--- config.mk ---
export PLATFORM = sky130hd
export DESIGN_NAME = hazard_stall_ctrl
export DESIGN_NICKNAME = d
export VERILOG_FILES = /design/src/rtl/hazard_stall_ctrl_pkg.sv /design/src/rtl/hazard_stall_ctrl_sat_counter.sv /design/src/rtl/hazard_stall_ctrl.sv
export SDC_FILE = /design/constraint.sdc
export NUM_CORES = 1
export LEC_CHECK = 0
export CORE_MARGIN = 1.5
export CORE_UTILIZATION = 40
export CTS_CLUSTER_DIAMETER = 60
export DETAILED_ROUTE_END_ITERATION = 8
export GPL_TIMING_DRIVEN = 0
export PLACE_DENSITY = 0.7
export SLEW_MARGIN = 10
export SYNTH_ARGS = -nofsm -noshare
export SYNTH_HDL_FRONTEND = slang
export SYNTH_HIERARCHICAL = 1
export SYNTH_SLANG_ARGS = --single-unit
--- constraint.sdc ---
create_clock -name clk -period 6 [get_ports clk]
set_clock_uncertainty 0.1 [all_clocks]
set_input_delay 1.2 -clock clk [delete_from_list [all_inputs] [get_ports clk]]
set_output_delay 1.2 -clock clk [all_outputs]
set_load 0.005 [all_outputs]
--- src/rtl/hazard_stall_ctrl_pkg.sv ---
// Shared pipeline definitions for the hazard stall/flush controller:
// register-index width, the x0 index and the memory-wait state encoding.
package hazard_stall_ctrl_pkg;

    localparam int REG_IDX_W = 5;
    localparam logic [REG_IDX_W-1:0] REG_X0 = 5'd0;

    typedef enum logic {
        IDLE     = 1'b0,
        MEM_WAIT = 1'b1
    } state_e;

    // True when an operand that is actually read matches the producing register.
    function automatic logic operand_hit(
        input logic                 use_rs,
        input logic [REG_IDX_W-1:0] rs,
        input logic [REG_IDX_W-1:0] rd
    );
        return use_rs && (rs == rd);
    endfunction

endpackage

--- src/rtl/hazard_stall_ctrl_sat_counter.sv ---
// Saturating up-counter with synchronous clear; clear wins over increment.
module sat_counter #(
    parameter int W = 32
) (
    input  logic         clk,
    input  logic         rst,
    input  logic         clr,
    input  logic         inc,
    output logic [W-1:0] q
);

    localparam logic [W-1:0] ALL_ONES = {W{1'b1}};

    // Count register: sticks at all-ones instead of wrapping.
    always_ff @(posedge clk or posedge rst) begin
        if (rst) begin
            q <= {W{1'b0}};
        end else if (clr) begin
            q <= {W{1'b0}};
        end else if (inc && (q != ALL_ONES)) begin
            q <= q + W'(1);
        end else begin
            q <= q;
        end
    end

endmodule

--- src/rtl/hazard_stall_ctrl.sv ---
// Stall/flush controller for the 5-stage RV32I pipeline: load-use stalls,
// taken-branch flushes and a bounded data-memory wait in the M stage.
module hazard_stall_ctrl
    import hazard_stall_ctrl_pkg::*;
#(
    parameter int MEM_TIMEOUT = 64,
    parameter int CNT_W       = 32
) (
    input  logic                 clk,
    input  logic                 rst,
    input  logic [REG_IDX_W-1:0] rs1_D,
    input  logic [REG_IDX_W-1:0] rs2_D,
    input  logic                 use_rs1_D,
    input  logic                 use_rs2_D,
    input  logic [REG_IDX_W-1:0] rd_E,
    input  logic                 mem_read_E,
    input  logic                 pc_src_E,
    input  logic                 mem_req_M,
    input  logic                 mem_ack_M,
    input  logic                 cnt_clr,
    output logic                 stall_F,
    output logic                 stall_D,
    output logic                 stall_E,
    output logic                 stall_M,
    output logic                 flush_D,
    output logic                 flush_E,
    output logic                 bubble_W,
    output logic                 mem_err,
    output logic [CNT_W-1:0]     stall_cnt,
    output logic [CNT_W-1:0]     flush_cnt
);

    localparam int TO_W = $clog2(MEM_TIMEOUT + 1);
    localparam logic [TO_W-1:0] TO_LAST = TO_W'(MEM_TIMEOUT - 1);

    state_e          state_r;
    state_e          state_nxt_s;
    logic [TO_W-1:0] to_cnt_r;
    logic            timeout_s;
    logic            mem_wait_s;
    logic            load_use_s;

    assign timeout_s = (state_r == MEM_WAIT) && !mem_ack_M && (to_cnt_r == TO_LAST);

    // The first miss cycle already stalls, and the ack cycle never does.
    assign mem_wait_s = ((state_r == IDLE) && mem_req_M && !mem_ack_M) ||
                        ((state_r == MEM_WAIT) && !mem_ack_M && !timeout_s);

    // Loads into x0 never create a dependency.
    assign load_use_s = mem_read_E && (rd_E != REG_X0) &&
                        (operand_hit(use_rs1_D, rs1_D, rd_E) ||
                         operand_hit(use_rs2_D, rs2_D, rd_E));

    // State register.
    always_ff @(posedge clk or posedge rst) begin
        if (rst) begin
            state_r <= IDLE;
        end else begin
            state_r <= state_nxt_s;
        end
    end

    // Next-state logic for the memory-wait FSM.
    always_comb begin
        state_nxt_s = state_r;
        case (state_r)
            IDLE: begin
                if (mem_req_M && !mem_ack_M) begin
                    state_nxt_s = MEM_WAIT;
                end else begin
                    state_nxt_s = IDLE;
                end
            end
            MEM_WAIT: begin
                if (mem_ack_M || timeout_s) begin
                    state_nxt_s = IDLE;
                end else begin
                    state_nxt_s = MEM_WAIT;
                end
            end
            default: state_nxt_s = IDLE;
        endcase
    end

    // Timeout counter: zero on entry to MEM_WAIT, one step per waiting cycle.
    always_ff @(posedge clk or posedge rst) begin
        if (rst) begin
            to_cnt_r <= {TO_W{1'b0}};
        end else if ((state_r == MEM_WAIT) && (state_nxt_s == MEM_WAIT)) begin
            to_cnt_r <= to_cnt_r + TO_W'(1);
        end else begin
            to_cnt_r <= {TO_W{1'b0}};
        end
    end

    // Error pulse lands in the cycle after the aborted wait.
    always_ff @(posedge clk or posedge rst) begin
        if (rst) begin
            mem_err <= 1'b0;
        end else begin
            mem_err <= timeout_s;
        end
    end

    // Output decode: memory wait beats branch flush beats load-use stall.
    always_comb begin
        stall_F  = 1'b0;
        stall_D  = 1'b0;
        stall_E  = 1'b0;
        stall_M  = 1'b0;
        flush_D  = 1'b0;
        flush_E  = 1'b0;
        bubble_W = 1'b0;
        if (rst) begin
            stall_F = 1'b0;
        end else if (mem_wait_s) begin
            stall_F  = 1'b1;
            stall_D  = 1'b1;
            stall_E  = 1'b1;
            stall_M  = 1'b1;
            bubble_W = 1'b1;
        end else if (pc_src_E) begin
            flush_D = 1'b1;
            flush_E = 1'b1;
        end else if (load_use_s) begin
            stall_F = 1'b1;
            stall_D = 1'b1;
            flush_E = 1'b1;
        end else begin
            stall_F = 1'b0;
        end
    end

    sat_counter #(.W(CNT_W)) u_stall_cnt (
        .clk (clk),
        .rst (rst),
        .clr (cnt_clr),
        .inc (stall_F),
        .q   (stall_cnt)
    );

    sat_counter #(.W(CNT_W)) u_flush_cnt (
        .clk (clk),
        .rst (rst),
        .clr (cnt_clr),
        .inc (flush_D),
        .q   (flush_cnt)
    );

endmodule

## Yosys cells after proc, flatten, opt, wreduce, memory -nomap -nowiden

Cells that the tools add are included.

- Register bits after elaboration: 73
- Input bits: 24
- Output and inout port bits: 72
- Word-level logic and storage cells: 55

- $add $sub $neg: 3
- Equal/unequal tests: 5
- Mux-type cells: 20
- Bitwise operators: 1
- Reduce and logical (&&, ||, !) cells: 21

Operators by type and width:

| cell | count |
|---|---|
| two-way mux 32 bit | 4 |
| adder 32 x 1 -> 32 bit (second input constant) | 2 |
| inequality test 32 bit (second input constant) | 2 |
| two-way mux 1 bit | 14 |
| logical AND 1 bit | 13 |
| equality test 5 bit | 2 |
| adder 7 x 1 -> 7 bit (second input constant) | 1 |
| equality test 7 x 6 -> 1 bit (second input constant) | 1 |
| two-way mux 7 bit | 1 |
| nonzero test 5 bit | 1 |
| nonzero test 2 bit | 2 |
| logical OR 1 bit | 3 |
| zero test 1 bit | 2 |
| one-hot mux 1 bit (2 select lines) | 1 |
| NOT 1 bit | 1 |

## Longest topological paths before layout

- Word-level depth: 11
- Gate-level depth with buffers: 11
- Depth with buffers taken out: 10

## Hierarchy

Netlist, hierarchy kept.

Modules (own cells, without submodules):

| module | times used | cells each | area an instance (um^2) | seq. area each (um^2) |
|---|---|---|---|---|
| sat_counter | 2 | 186 | 1,740.4 | 800.8 |
| hazard_stall_ctrl | 1 | 62 | 591.8 | 225.2 |

## Worst setup path before layout

OpenSTA, ideal clock, no wires.

- Kind: input-to-reg
- From: in rd_E[3]
- To: reg u_stall_cnt.q[19]
- Library setup time: 0.078 ns
- Arrival: 3.495 ns
- Required time: 5.822 ns
- Path slack: 2.327 ns
- Cell stages on the path: 10
- Path buffers: 1
- Cells stage by stage: xor2_1 nor4_2 a32oi_1 o22ai_1 nand4_1 nor3_1 o311ai_1 buf_2 or4_1 a21oi_1

- Longest elaborated chain between the ends: 10
- Elaborated cells between the ends (all ways): 14
- Classes of those cells: 2 x eq/ne; 4 x mux; 8 x reduce/logical

RTL lines:

| element | line | source |
|---|---|---|
| from (decl) | hazard_stall_ctrl.sv:15 | `input logic [REG_IDX_W-1:0] rd_E,` |
| equality test 5 bit | hazard_stall_ctrl_pkg.sv:19 | `return use_rs && (rs == rd);` |
| logical AND 1 bit | hazard_stall_ctrl_pkg.sv:19 |  |
| logical OR 1 bit | hazard_stall_ctrl.sv:51 | `(operand_hit(use_rs1_D, rs1_D, rd_E) \|\|` |
| logical AND 1 bit * | hazard_stall_ctrl.sv:50 | `assign load_use_s = mem_read_E && (rd_E != REG_X0) &&` |
| two-way mux 1 bit * (4 in series) | -- |  |
| named net stall_D | hazard_stall_ctrl.sv:22 | `output logic stall_D,` |
| logical AND 1 bit * | hazard_stall_ctrl_sat_counter.sv:20 | `end else if (inc && (q != ALL_ONES)) begin` |
| nonzero test 2 bit (no source line) * | -- |  |
| to (signal assigned) | hazard_stall_ctrl_sat_counter.sv:19 | `q <= {W{1'b0}};` |
| to (signal assigned) | hazard_stall_ctrl_sat_counter.sv:21 | `q <= q + W'(1);` |
| to (signal assigned) | hazard_stall_ctrl_sat_counter.sv:23 | `q <= q;` |
| to (decl) | hazard_stall_ctrl_sat_counter.sv:9 | `output logic [W-1:0] q` |

Mark *: on every way through the listed nets, which the timed path passes. The rest lies on a longest branch.
A chain may end at the register's enable or synchronous reset.

## Worst setup path after layout

- From: in rd_E[3]
- To: out stall_F

- Longest elaborated chain between the ends: 8
- Elaborated cells between the ends (all ways): 12
- Classes of those cells: 2 x eq/ne; 4 x mux; 6 x reduce/logical

RTL lines:

| element | line | source |
|---|---|---|
| equality test 5 bit | hazard_stall_ctrl_pkg.sv:19 |  |
| logical AND 1 bit | hazard_stall_ctrl_pkg.sv:19 |  |
| logical OR 1 bit | hazard_stall_ctrl.sv:51 |  |
| logical AND 1 bit * | hazard_stall_ctrl.sv:50 |  |
| two-way mux 1 bit * | hazard_stall_ctrl.sv:125 | `end else if (load_use_s) begin` |
| two-way mux 1 bit * | hazard_stall_ctrl.sv:122 | `end else if (pc_src_E) begin` |
| two-way mux 1 bit * | hazard_stall_ctrl.sv:116 | `end else if (mem_wait_s) begin` |
| two-way mux 1 bit * | hazard_stall_ctrl.sv:114 | `if (rst) begin` |
| to (decl) | hazard_stall_ctrl.sv:21 | `output logic stall_F,` |

Mark *: on every way between the ends. The rest lies on a longest branch, timed or not.

==> flow_summary.ini <==
[routing]
detail-route-antenna-nets = 0
vias = 3923
drtPass1Iterations = 4
drc = 0
wl_per_cell_um = 15.82
drtIter0Drc = 143
routed_wl_um = 10710
vias_per_cell = 5.795

[logic_synthesis]
yosys.area.top_type = dfrtp_1
synth_area_leaders = dfrtp_1, a21oi_1, o31ai_1, or4_1, or3_1
netlist_area_um2 = 4073
synth_seq_cells = 73
synth.distinct_cells = 42
ys_seq_area_share_pct = 44.85
ys_warn_count = 6
synth_cells = 434
synth.avg_cell_area_um2 = 9.384
synth_edf_count = 0
yosys.area.top_type_share_pct = 44.85
synthArstFlopShare_pct = 100.0
syn_nets = 461
synthFlopType = dfrtp_1

[worst_setup_path]
cp-start-kind = input pin
required_ns = 4.70
worst_path_max_delay_cell = o22ai_1
cpMostUsedCell = clkdlybuf4s50_1
critPathMaxFanout = 5
worstSetupEndpointType = primary output
cpLargestDelayFamily = buffers and inverters
worst-path-buf-inv = 3
cp_cell_sequence = clkdlybuf4s50_1, xor2_1, nor4_2, a32oi_1, o22ai_1, buf_4, clkdlybuf4s50_1
critPathKind = in2out
slowest_delay_ns = 0.49
cp.arrival_ns = 3.50

[pwr]
vdd_drop_max_v = 0.0001371
p_int_uw = 841.6
total_power_uw = 1073
p_clk_share_pct = 47.5
leakage_uw = 0.002010
switching_share_pct = 21.53
power_switching_uw = 231.0
combPwrFrac_pct = 6.2
p_seq_share_pct = 46.3
p_per_area_nw_per_um2 = 196.7

[cts]
cts-root-buf = clkbuf_8
worstSkewPairLatency_ns = 0.35
htreeDepth = 3
postCtsSetupBuffers = 0
postCtsHoldBufs = 0
numCtsBuffers = 9
cts_buffer_depth = 2
ctsResizeCount = 0
cts_tree = built
clk_pin_slew_ns = 0.07
cts.sinks = 73

[cells_and_area]
fillers = 927
final_cell_mix = clkdlybuf4s50_1, dfrtp_1, a21oi_1
fin_cells = 677
multi_input_area_um2 = 2090
drive_gt1_share_pct = 6.985
areaGrowthSynthToFinish_pct = 33.92
nNetsFinal = 567
antenna_cells = 0
layout.cells.most_common = clkdlybuf4s50_1
seq_area_um2 = 1827

[global_routing]
grt_max_degree = 33
antenna_found_initial = 0
track_usage_pct = 20.22
grt_pass1_vias = 3890
grt_overflow = 0
grt_pass1_wl_um = 18290

[placed_design]
routabilityCongestion = 0.8083
dpl.cell_count = 662
hpwlAfterDp_um = 7700
io_buffers = 95
dp_slack_ns = 1.157

[floorplan]
dieArea_um2 = 10800
start_util_pct = 41.48
pin_count = 96
core_region_area_um2 = 9819
die_w_um = 103.9
row_count = 36
die_h_um = 103.9

[sta]
relSlewSlack_pct = 25.24
finalSetupTns_ns = 0
fmax_ghz = 0.2084
rsz0062_at_grt = no
setup_viol_count_final = 0
period_share_pct = 79.98
worst_slack_ns = 1.201
hold_viol = 0
worst_slew_pin_slew_ns = 1.107
holdWs_ns = 0.3639
fin_crit_ns = 4.799
drv_slew = 0

[flow_run]
maxCapViolCount = 0

[run_status]
outcome = complete, no violations

[worst_hold_path]
hp-class = reg2reg
[cell usage after synthesis, drive strengths merged, types with 2 or more instances]
| library cell | number |
|---|---|
| a21oi | 54 |
| or3 | 28 |
| xnor2 | 8 |
| and4 | 8 |
| o21ai | 25 |
| nand4 | 14 |
| o311ai | 4 |
| nor3 | 2 |
| o31ai | 30 |
| dfrtp | 73 |
| o31a | 2 |
| nor4 | 8 |
| o211a | 2 |
| o21ba | 2 |
| inv | 21 |
| xor2 | 12 |
| buf | 7 |
| mux2i | 2 |
| nand3 | 25 |
| nand2 | 25 |
| o41ai | 5 |
| or4 | 31 |
| and2 | 3 |
| ha | 3 |
| and3 | 6 |
| nor2 | 21 |
| clkbuf | 8 |
[sequential cells by signal, indices dropped and copies added, names as in the netlist]
register / flops
mem_err: 1
state_r: 1
to_cnt_r: 7
u_flush_cnt/q: 32
u_stall_cnt/q: 32
[power by group through the flow]
| stage | Combinational [uW] | Clock, uW | Sequential, uW |
|---|---|---|---|
| after CTS | 67.9 | 518 | 497 |
| after floorplan | 30.9 | 0 | 506 |
| after global placement | 66.1 | 0 | 507 |
| after detailed placement | 67.7 | 0 | 507 |
| after global routing | 73.2 | 539 | 497 |
| final | 66.2 | 509 | 497 |
[final cells by class]
cell class / instances / area share (%)
clock buffer: 10 / 2.340
timing repair buffer: 95 / 17.44
buffer: 15 / 1.560
sequential: 73 / 33.49
tap: 133 / 3.051
multi-input combinational: 325 / 38.31
clock inverter: 5 / 2.363
inverter: 21 / 1.445
[worst reg2reg max path: stages, from the launching register on]
cell and delay (ns):
dfrtp_1 0.40, ha_1 0.25, nand4b_1 0.12, o221ai_2 0.14
o22ai_1 0.47, nand4_1 0.33, nor3_1 0.32, o311ai_1 0.27
buf_2 0.27, or4_1 0.43, a21oi_1 0.16
[kinds of logic (layout without fill, tap and decap cells)]
| kind of cell | count (synthesis) | in the layout | share of synthesized area (%) |
|---|---|---|---|
| buf+inv | 36 | 146 | 4.025 |
| simple gates | 172 | 172 | 25.16 |
| xor+xnor | 20 | 20 | 4.301 |
| compound gates | 128 | 128 | 20.25 |
| fa+ha+maj | 3 | 3 | 0.9218 |
| mux | 2 | 2 | 0.4916 |
| flops | 73 | 73 | 44.85 |
[stage by stage]
stage	instance area [um2]	util [%]
after CTS	5446	55.47
after detailed placement	5190	52.85
after floorplan	4073	-
after global routing	5454	55.54
final	5454	55.54
after global placement	5190	52.85
[layer usage]
metal / track usage (%) / routed length [um]
met5: 0 / 0
met4: 5.258 / 102
met3: 5.952 / 674
met2: 34.15 / 5252
met1: 25.28 / 4681
[final timing paths]
kind	to	depth (start not counted)	start	slack [ns]
worst max-delay path	stall_F	7	rd_E[3]	1.20
worst min-delay path	to_cnt_r[0]	1	to_cnt_r[0]	0.36
worst max register to register	u_stall_cnt/q[19]	10	to_cnt_r[0]	2.67
worst min register to register	to_cnt_r[0]	1	to_cnt_r[0]	0.36
max in group asynchronous	u_stall_cnt/q[27]	2	rst	3.92
min in group asynchronous	mem_err	2	rst	1.28
Note: power is estimated with default switching activity, not from simulation.
